**config.mk**
```make
export PLATFORM = sky130hd
export DESIGN_NAME = obi_mem_responder_flat
export DESIGN_NICKNAME = d
export VERILOG_FILES = /design/src/rtl/obi_mem_responder_if.sv /design/src/rtl/obi_mem_responder.sv /design/src/flat_wrapper.sv
export SDC_FILE = /design/constraint.sdc
export NUM_CORES = 1
export LEC_CHECK = 0
export BUFFER_PORTS_ARGS = -buffer_cell sky130_fd_sc_hd__clkbuf_2
export CAP_MARGIN = 10
export CORE_MARGIN = 2
export CORE_UTILIZATION = 26
export CTS_CLUSTER_SIZE = 30
export DETAILED_ROUTE_END_ITERATION = 12
export PLACE_DENSITY = 0.79
export SYNTH_ARGS = -nofsm -noshare
export SYNTH_HDL_FRONTEND = slang
export SYNTH_SLANG_ARGS = --single-unit
```
**constraint.sdc**
```tcl
create_clock -name clock -period 1.96 [get_ports clock]
set_input_delay 0.392 -clock clock [delete_from_list [all_inputs] [get_ports clock]]
set_output_delay 0.392 -clock clock [all_outputs]
set_load 0.02 [all_outputs]
```
**src/rtl/obi_mem_responder_if.sv**
```systemverilog
// obi_mem_responder_if: OBI request/response bundle between a core port and its responder
interface obi_mem_responder_if #(parameter int DATA_W = 32) ();
   logic              req_i;
   logic [DATA_W-1:0] addr_i;
   logic              we_i;
   logic [DATA_W/8-1:0] be_i;
   logic [DATA_W-1:0] wdata_i;
   logic              gnt_o;
   logic              rvalid_o;
   logic [DATA_W-1:0] rdata_o;
   modport master (output req_i, addr_i, we_i, be_i, wdata_i, input gnt_o, rvalid_o, rdata_o);
   modport slave (input req_i, addr_i, we_i, be_i, wdata_i, output gnt_o, rvalid_o, rdata_o);
endinterface

```
**src/rtl/obi_mem_responder.sv**
```systemverilog
// obi_mem_responder: in-order, bounded-latency OBI responder driven by free-choice inputs.
// Define OBI_RESP_ASSERT_EN to embed protocol checks, covers and the sticky err_o flag.
module obi_mem_responder #(
   parameter int DEPTH     = 2,
   parameter int MAX_STALL = 3,
   parameter int MAX_LAT   = 3,
   parameter int DATA_W    = 32
) (
   input  logic                     clock,
   input  logic                     reset,
   obi_mem_responder_if.slave       bus,
   input  logic                     stall_i,
   input  logic                     delay_i,
   input  logic [DATA_W-1:0]        rand_rdata_i,
   output logic [$clog2(DEPTH):0]   outstanding_o,
   output logic                     err_o
);
   localparam int PW = $clog2(DEPTH) + 1;
   localparam int AW = DEPTH > 1 ? $clog2(DEPTH) : 1;
   localparam int SW = MAX_STALL > 0 ? $clog2(MAX_STALL + 1) : 1;
   localparam int LW = MAX_LAT > 0 ? $clog2(MAX_LAT + 1) : 1;

   logic [PW-1:0] head_q, head_d, tail_q, tail_d, count;
   logic [SW-1:0] stall_q, stall_d;
   logic [LW-1:0] lat_q, lat_d;
   logic          full, empty, push, pop;
   logic          we_mem   [2**AW];
   logic [DATA_W-1:0] addr_mem [2**AW];

   always_comb begin
      count   = tail_q - head_q;
      full    = count == PW'(DEPTH);
      empty   = tail_q == head_q;
      push    = !reset && bus.req_i && !full && (!stall_i || stall_q == SW'(MAX_STALL));
      pop     = !reset && !empty && (!delay_i || lat_q == LW'(MAX_LAT));
      head_d  = head_q + PW'(pop);
      tail_d  = tail_q + PW'(push);
      stall_d = (!bus.req_i || push) ? '0 : stall_q == SW'(MAX_STALL) ? stall_q : stall_q + SW'(1);
      lat_d   = (empty || pop) ? '0 : lat_q == LW'(MAX_LAT) ? lat_q : lat_q + LW'(1);
   end

   always_ff @(posedge clock or posedge reset) begin
      if (reset) begin
         head_q  <= '0;
         tail_q  <= '0;
         stall_q <= '0;
         lat_q   <= '0;
      end else begin
         head_q  <= head_d;
         tail_q  <= tail_d;
         stall_q <= stall_d;
         lat_q   <= lat_d;
      end
   end

   // Payload storage needs no reset: validity comes solely from the pointers.
   always_ff @(posedge clock) begin
      if (push) begin
         we_mem[tail_q[AW-1:0]]   <= bus.we_i;
         addr_mem[tail_q[AW-1:0]] <= bus.addr_i;
      end
   end

   assign bus.gnt_o     = push;
   assign bus.rvalid_o  = pop;
   assign bus.rdata_o   = (pop && !we_mem[head_q[AW-1:0]]) ? rand_rdata_i : '0;
   assign outstanding_o = count;

   logic unused_bits;
   assign unused_bits = ^{bus.be_i, bus.wdata_i, addr_mem[head_q[AW-1:0]]};

`ifdef OBI_RESP_ASSERT_EN
   logic                pend_q, pwe_q, err_q, viol;
   logic [DATA_W-1:0]   paddr_q, pwdata_q;
   logic [DATA_W/8-1:0] pbe_q;

   always_comb begin
      viol = (pend_q && (!bus.req_i || bus.addr_i != paddr_q || bus.we_i != pwe_q ||
                         bus.be_i != pbe_q || bus.wdata_i != pwdata_q)) ||
             count > PW'(DEPTH) || (pop && empty);
   end

   always_ff @(posedge clock or posedge reset) begin
      if (reset) begin
         pend_q   <= 1'b0;
         pwe_q    <= 1'b0;
         paddr_q  <= '0;
         pwdata_q <= '0;
         pbe_q    <= '0;
         err_q    <= 1'b0;
      end else begin
         pend_q   <= bus.req_i && !push;
         pwe_q    <= bus.we_i;
         paddr_q  <= bus.addr_i;
         pwdata_q <= bus.wdata_i;
         pbe_q    <= bus.be_i;
         err_q    <= err_q | viol;
      end
   end

   always_ff @(posedge clock) begin
      if (!reset) assert (!viol);
   end

   cover property (@(posedge clock) disable iff (reset) full);
   cover property (@(posedge clock) disable iff (reset) stall_q == SW'(MAX_STALL));
   cover property (@(posedge clock) disable iff (reset) lat_q == LW'(MAX_LAT));

   assign err_o = err_q;
`else
   assign err_o = 1'b0;
`endif
endmodule

```
**src/flat_wrapper.sv**
```systemverilog
// flat-port wrapper written by rule: the top's interface ports become plain ports
module obi_mem_responder_flat 
#(
   parameter int DEPTH     = 2,
   parameter int MAX_STALL = 3,
   parameter int MAX_LAT   = 3,
   parameter int DATA_W    = 32
)
  (clock, reset, stall_i, delay_i, rand_rdata_i, outstanding_o, err_o, bus_req_i, bus_addr_i, bus_we_i, bus_be_i, bus_wdata_i, bus_gnt_o, bus_rvalid_o, bus_rdata_o);
  obi_mem_responder_if #(.DATA_W(DATA_W)) bus_i ();
  input  logic clock;
  input  logic reset;
  input  logic stall_i;
  input  logic delay_i;
  input  logic [DATA_W-1:0] rand_rdata_i;
  output logic [$clog2(DEPTH):0] outstanding_o;
  output logic err_o;
  input wire logic [$bits(bus_i.req_i)-1:0] bus_req_i;
  input wire logic [$bits(bus_i.addr_i)-1:0] bus_addr_i;
  input wire logic [$bits(bus_i.we_i)-1:0] bus_we_i;
  input wire logic [$bits(bus_i.be_i)-1:0] bus_be_i;
  input wire logic [$bits(bus_i.wdata_i)-1:0] bus_wdata_i;
  output wire logic [$bits(bus_i.gnt_o)-1:0] bus_gnt_o;
  output wire logic [$bits(bus_i.rvalid_o)-1:0] bus_rvalid_o;
  output wire logic [$bits(bus_i.rdata_o)-1:0] bus_rdata_o;
  assign bus_i.req_i = bus_req_i;
  assign bus_i.addr_i = bus_addr_i;
  assign bus_i.we_i = bus_we_i;
  assign bus_i.be_i = bus_be_i;
  assign bus_i.wdata_i = bus_wdata_i;
  assign bus_gnt_o = bus_i.gnt_o;
  assign bus_rvalid_o = bus_i.rvalid_o;
  assign bus_rdata_o = bus_i.rdata_o;
  obi_mem_responder #(.DEPTH(DEPTH), .MAX_STALL(MAX_STALL), .MAX_LAT(MAX_LAT), .DATA_W(DATA_W)) u_core (.clock(clock), .reset(reset), .bus(bus_i), .stall_i(stall_i), .delay_i(delay_i), .rand_rdata_i(rand_rdata_i), .outstanding_o(outstanding_o), .err_o(err_o));
endmodule
```
==> results.yml <==
synth:
  synthAdderAreaFrac: 0.0954
  synth_largest_area_cell: "and2_1"
  ys_seq_area_frac: 0.331
  synth_top_family_by_area: "simple AND/OR/NAND/NOR gates"
  synth_compound_area_frac: 0.0795
  synth.avg_cell_area_um2: 9.37
  synth_top_area_frac: 0.254
  syn_inst: 84
  synth.area.mux_share: 0.0429
  synth_nets: 196
  synth_xor_area_frac: 0.0779
  synth_area_leaders: "and2_1, dfrtp_1, ha_1"
  synth_cell_types: 22
  synth_area_um2: 787
  ys_warn_count: 0
  ys_ff_latch: 10
  synthSimpleGateAreaFrac: 0.312
clock_network:
  postCtsHoldBufs: 0
  cts_root_buffer: "clkbuf_4"
  htreeDepth: 1
  clock-sinks: 10
  clk_pin_slew_ns: 0.07
  cts_tree: "built"
  clock_latency_ns: 0.27
  cts_made_buffers: 3
  clockBufferDepth: 2
critical_path:
  critPathTopFamily: "buffers and inverters"
  r2r-start: "u_core.lat_q[0]$_DFFE_PP0P_"
  max_stage_delay_ns: 0.45
  crit_end: "bus_rdata_o[6]"
  reg2reg_setup_slack_ns: 0.18
  worstRegToRegCells: 7
  required_ns: 1.57
  arrival_ns: 1.95
  cp_max_fo: 8
  worstPathCellList: "mux2_4, a2111oi_4, buf_6, clkbuf_16, and2_4, buf_8"
  cp_slowest_cell: "dfrtp_2"
  crit_cells: 6
  crit_start: "u_core.head_q[0]$_DFF_PP0_"
  timing.rr.end: "u_core.head_q[1]$_DFF_PP0_"
  cp-end-kind: "output pin"
  crit_buf_inv: 3
  critPathLaunchType: "flop"
  worst-setup-path-type: "reg -> out"
cells_and_area:
  layout_commonest_cell: "clkbuf_2"
  fin_area_um2: 1900
  drive_gt1_frac: 0.801
  layout.nets: 289
  final_cell_mix: "clkbuf_2, buf_8, and2_4"
  num_antenna_cells: 0
  utilization: 0.678
  area_growth_pct: 142
power:
  internal_power_mw: 1.43
  ir_drop_v: 0.00106
  pwr-share-seq: 0.161
  pwr-share-clk: 0.060
  p_sw_mw: 0.980
  comb_power_share: 0.779
  p_per_area_nw_per_um2: 1270
  power.leakage_nw: 0.963
  swShare: 0.407
placement:
  dp_slack_ns: -0.0664
  gp_congestion: 0.671
  placed_cell_area_um2: 1250
  hpwl_um: 1840
  port-buffer-count: 73
floorplan:
  core_area_um2: 2810
  die_area_um2: 3480
  placementRows: 19
  die_h_um: 59.0
  num_io_pins: 143
  start_util: 0.281
  die-width_um: 59.0
hold_path:
  hold_path_class: "in -> async"
run_status:
  outcome: "finished, violations left"
  violations: "negative setup slack"
global_route:
  grt_antenna_before_repair: 0
  overflow: 0
  first_global_vias: 1001
  grt_util_all_layers: 0.167
  grt_max_degree: 17
  met3_usage: 0.0306
  grtUsageMet1: 0.161
  top_usage_layer: "met2"
  grt_pass1_wl_um: 4370
  grtUsageMet2: 0.340
routing:
  vias: 955
  wire_per_inst_um: 16.6
  finalWirelength_um: 3440
  drtPass1Iterations: 4
  drtIter0Drc: 27
  drc_errors: 0
  avgViaCountPerCell: 4.61
  ant_nets: 0
sta:
  final-hold-violation-count: 0
  setup_violations: 33
  period_share: 1.20
  rsz0062_at_grt: "true"
  max_freq_mhz: 426
  holdWs_ns: 0.253
  drv_slew: 0
  post-route-min-period_ns: 2.35
  fin_ws_ns: -0.386
  fin_skew_ns: 0.00931
  setup_tns_ns: -11.22
flow_run:
  maxCapViolations: 0
state kept, by name (all words and copies together) (netlist names):
register,flops
u_core.stall_q,2
u_core.lat_q,2
u_core.we_mem,2
u_core.tail_q,2
u_core.head_q,2
timing repair:
item,CTS,global route
endpoints found under the hold margin,0,0
gates cloned,2,1
setup endpoints to repair,34,36
resized for setup,95,57
buffers inserted,7,1
pin swaps,14,24
worst min-delay path by stage:
stage / start / endpoint / slack, ns / cells after the start
2_1_floorplan: reset / u_core.head_q[0]$_DFF_PP0_ / 0.22 / 1
3_3_place_gp: reset / u_core.stall_q[0]$_DFFE_PP0P_ / 0.48 / 3
3_5_place_dp: reset / u_core.tail_q[1]$_DFF_PP0_ / 0.49 / 3
4_1_cts: reset / u_core.head_q[1]$_DFF_PP0_ / 0.23 / 3
5_1_grt: reset / u_core.head_q[1]$_DFF_PP0_ / 0.28 / 3
6_report: reset / u_core.head_q[0]$_DFF_PP0_ / 0.25 / 3
cell type report:
type,instances,area (µm²)
flip-flops and latches,10,262
clock buffers,3,22.5
inverters,6,25.0
fillers,172,903
repair buffers,92,922
clock inverters,1,3.75
multi-input cells,64,628
well taps,31,38.8
synth_stat cells:
cell type	count
a21oi_1	2
nor2b_1	1
nor3_1	1
inv_1	6
nand2_1	1
and3_1	2
mux2_2	3
edfxtp_1	2
a32oi_1	1
xor2_1	3
clkbuf_2	3
a22oi_1	1
a2111oi_4	1
o221ai_1	1
ha_1	6
dfrtp_1	8
nor2_1	3
and2_1	32
buf_4	1
conb_1	1
xnor2_1	4
nand2b_1	1
worst reg2reg max path, delay by kind of cell (launching register included):
family                     cells  cell delay, ns
buffers and inverters          2            0.34
adders and majority gates      2            0.42
and+or+nand+nor                2            0.32
DFF                            1            0.41
xor gates and xnor gates       1            0.17
per-stage QoR:
stage / std cells / total power [mW]
2_1_floorplan: 84 / 1.06
3_3_place_gp: 193 / 1.45
3_5_place_dp: 193 / 1.49
4_1_cts: 206 / 2.20
5_1_grt: 207 / 2.55
6_report: 207 / 2.41
metal layers:
metal | vias up | part of all wire
met2 | 45 | 0.61
met3 | 6 | 0.050
met1 | 447 | 0.31
met5 | - | 0
met4 | 0 | 0.025
li1 | 457 | -
cell families (layout without fill, tap and decap cells):
group	Yosys count	count (layout)
simple gates	41	41
fa+ha+maj	6	6
flops	10	10
xor+xnor	7	7
buf+inv	10	102
mux	3	3
other cells	1	1
compound gates	6	6
power groups by stage:
stage	Sequential (mW)	Combinational (mW)	Clock [mW]
3_5_place_dp	0.366	1.12	0
6_report	0.387	1.87	0.146
2_1_floorplan	0.357	0.700	0
5_1_grt	0.396	2.00	0.157
3_3_place_gp	0.359	1.10	0
4_1_cts	0.369	1.68	0.153
(Power assumes the default switching activity.)
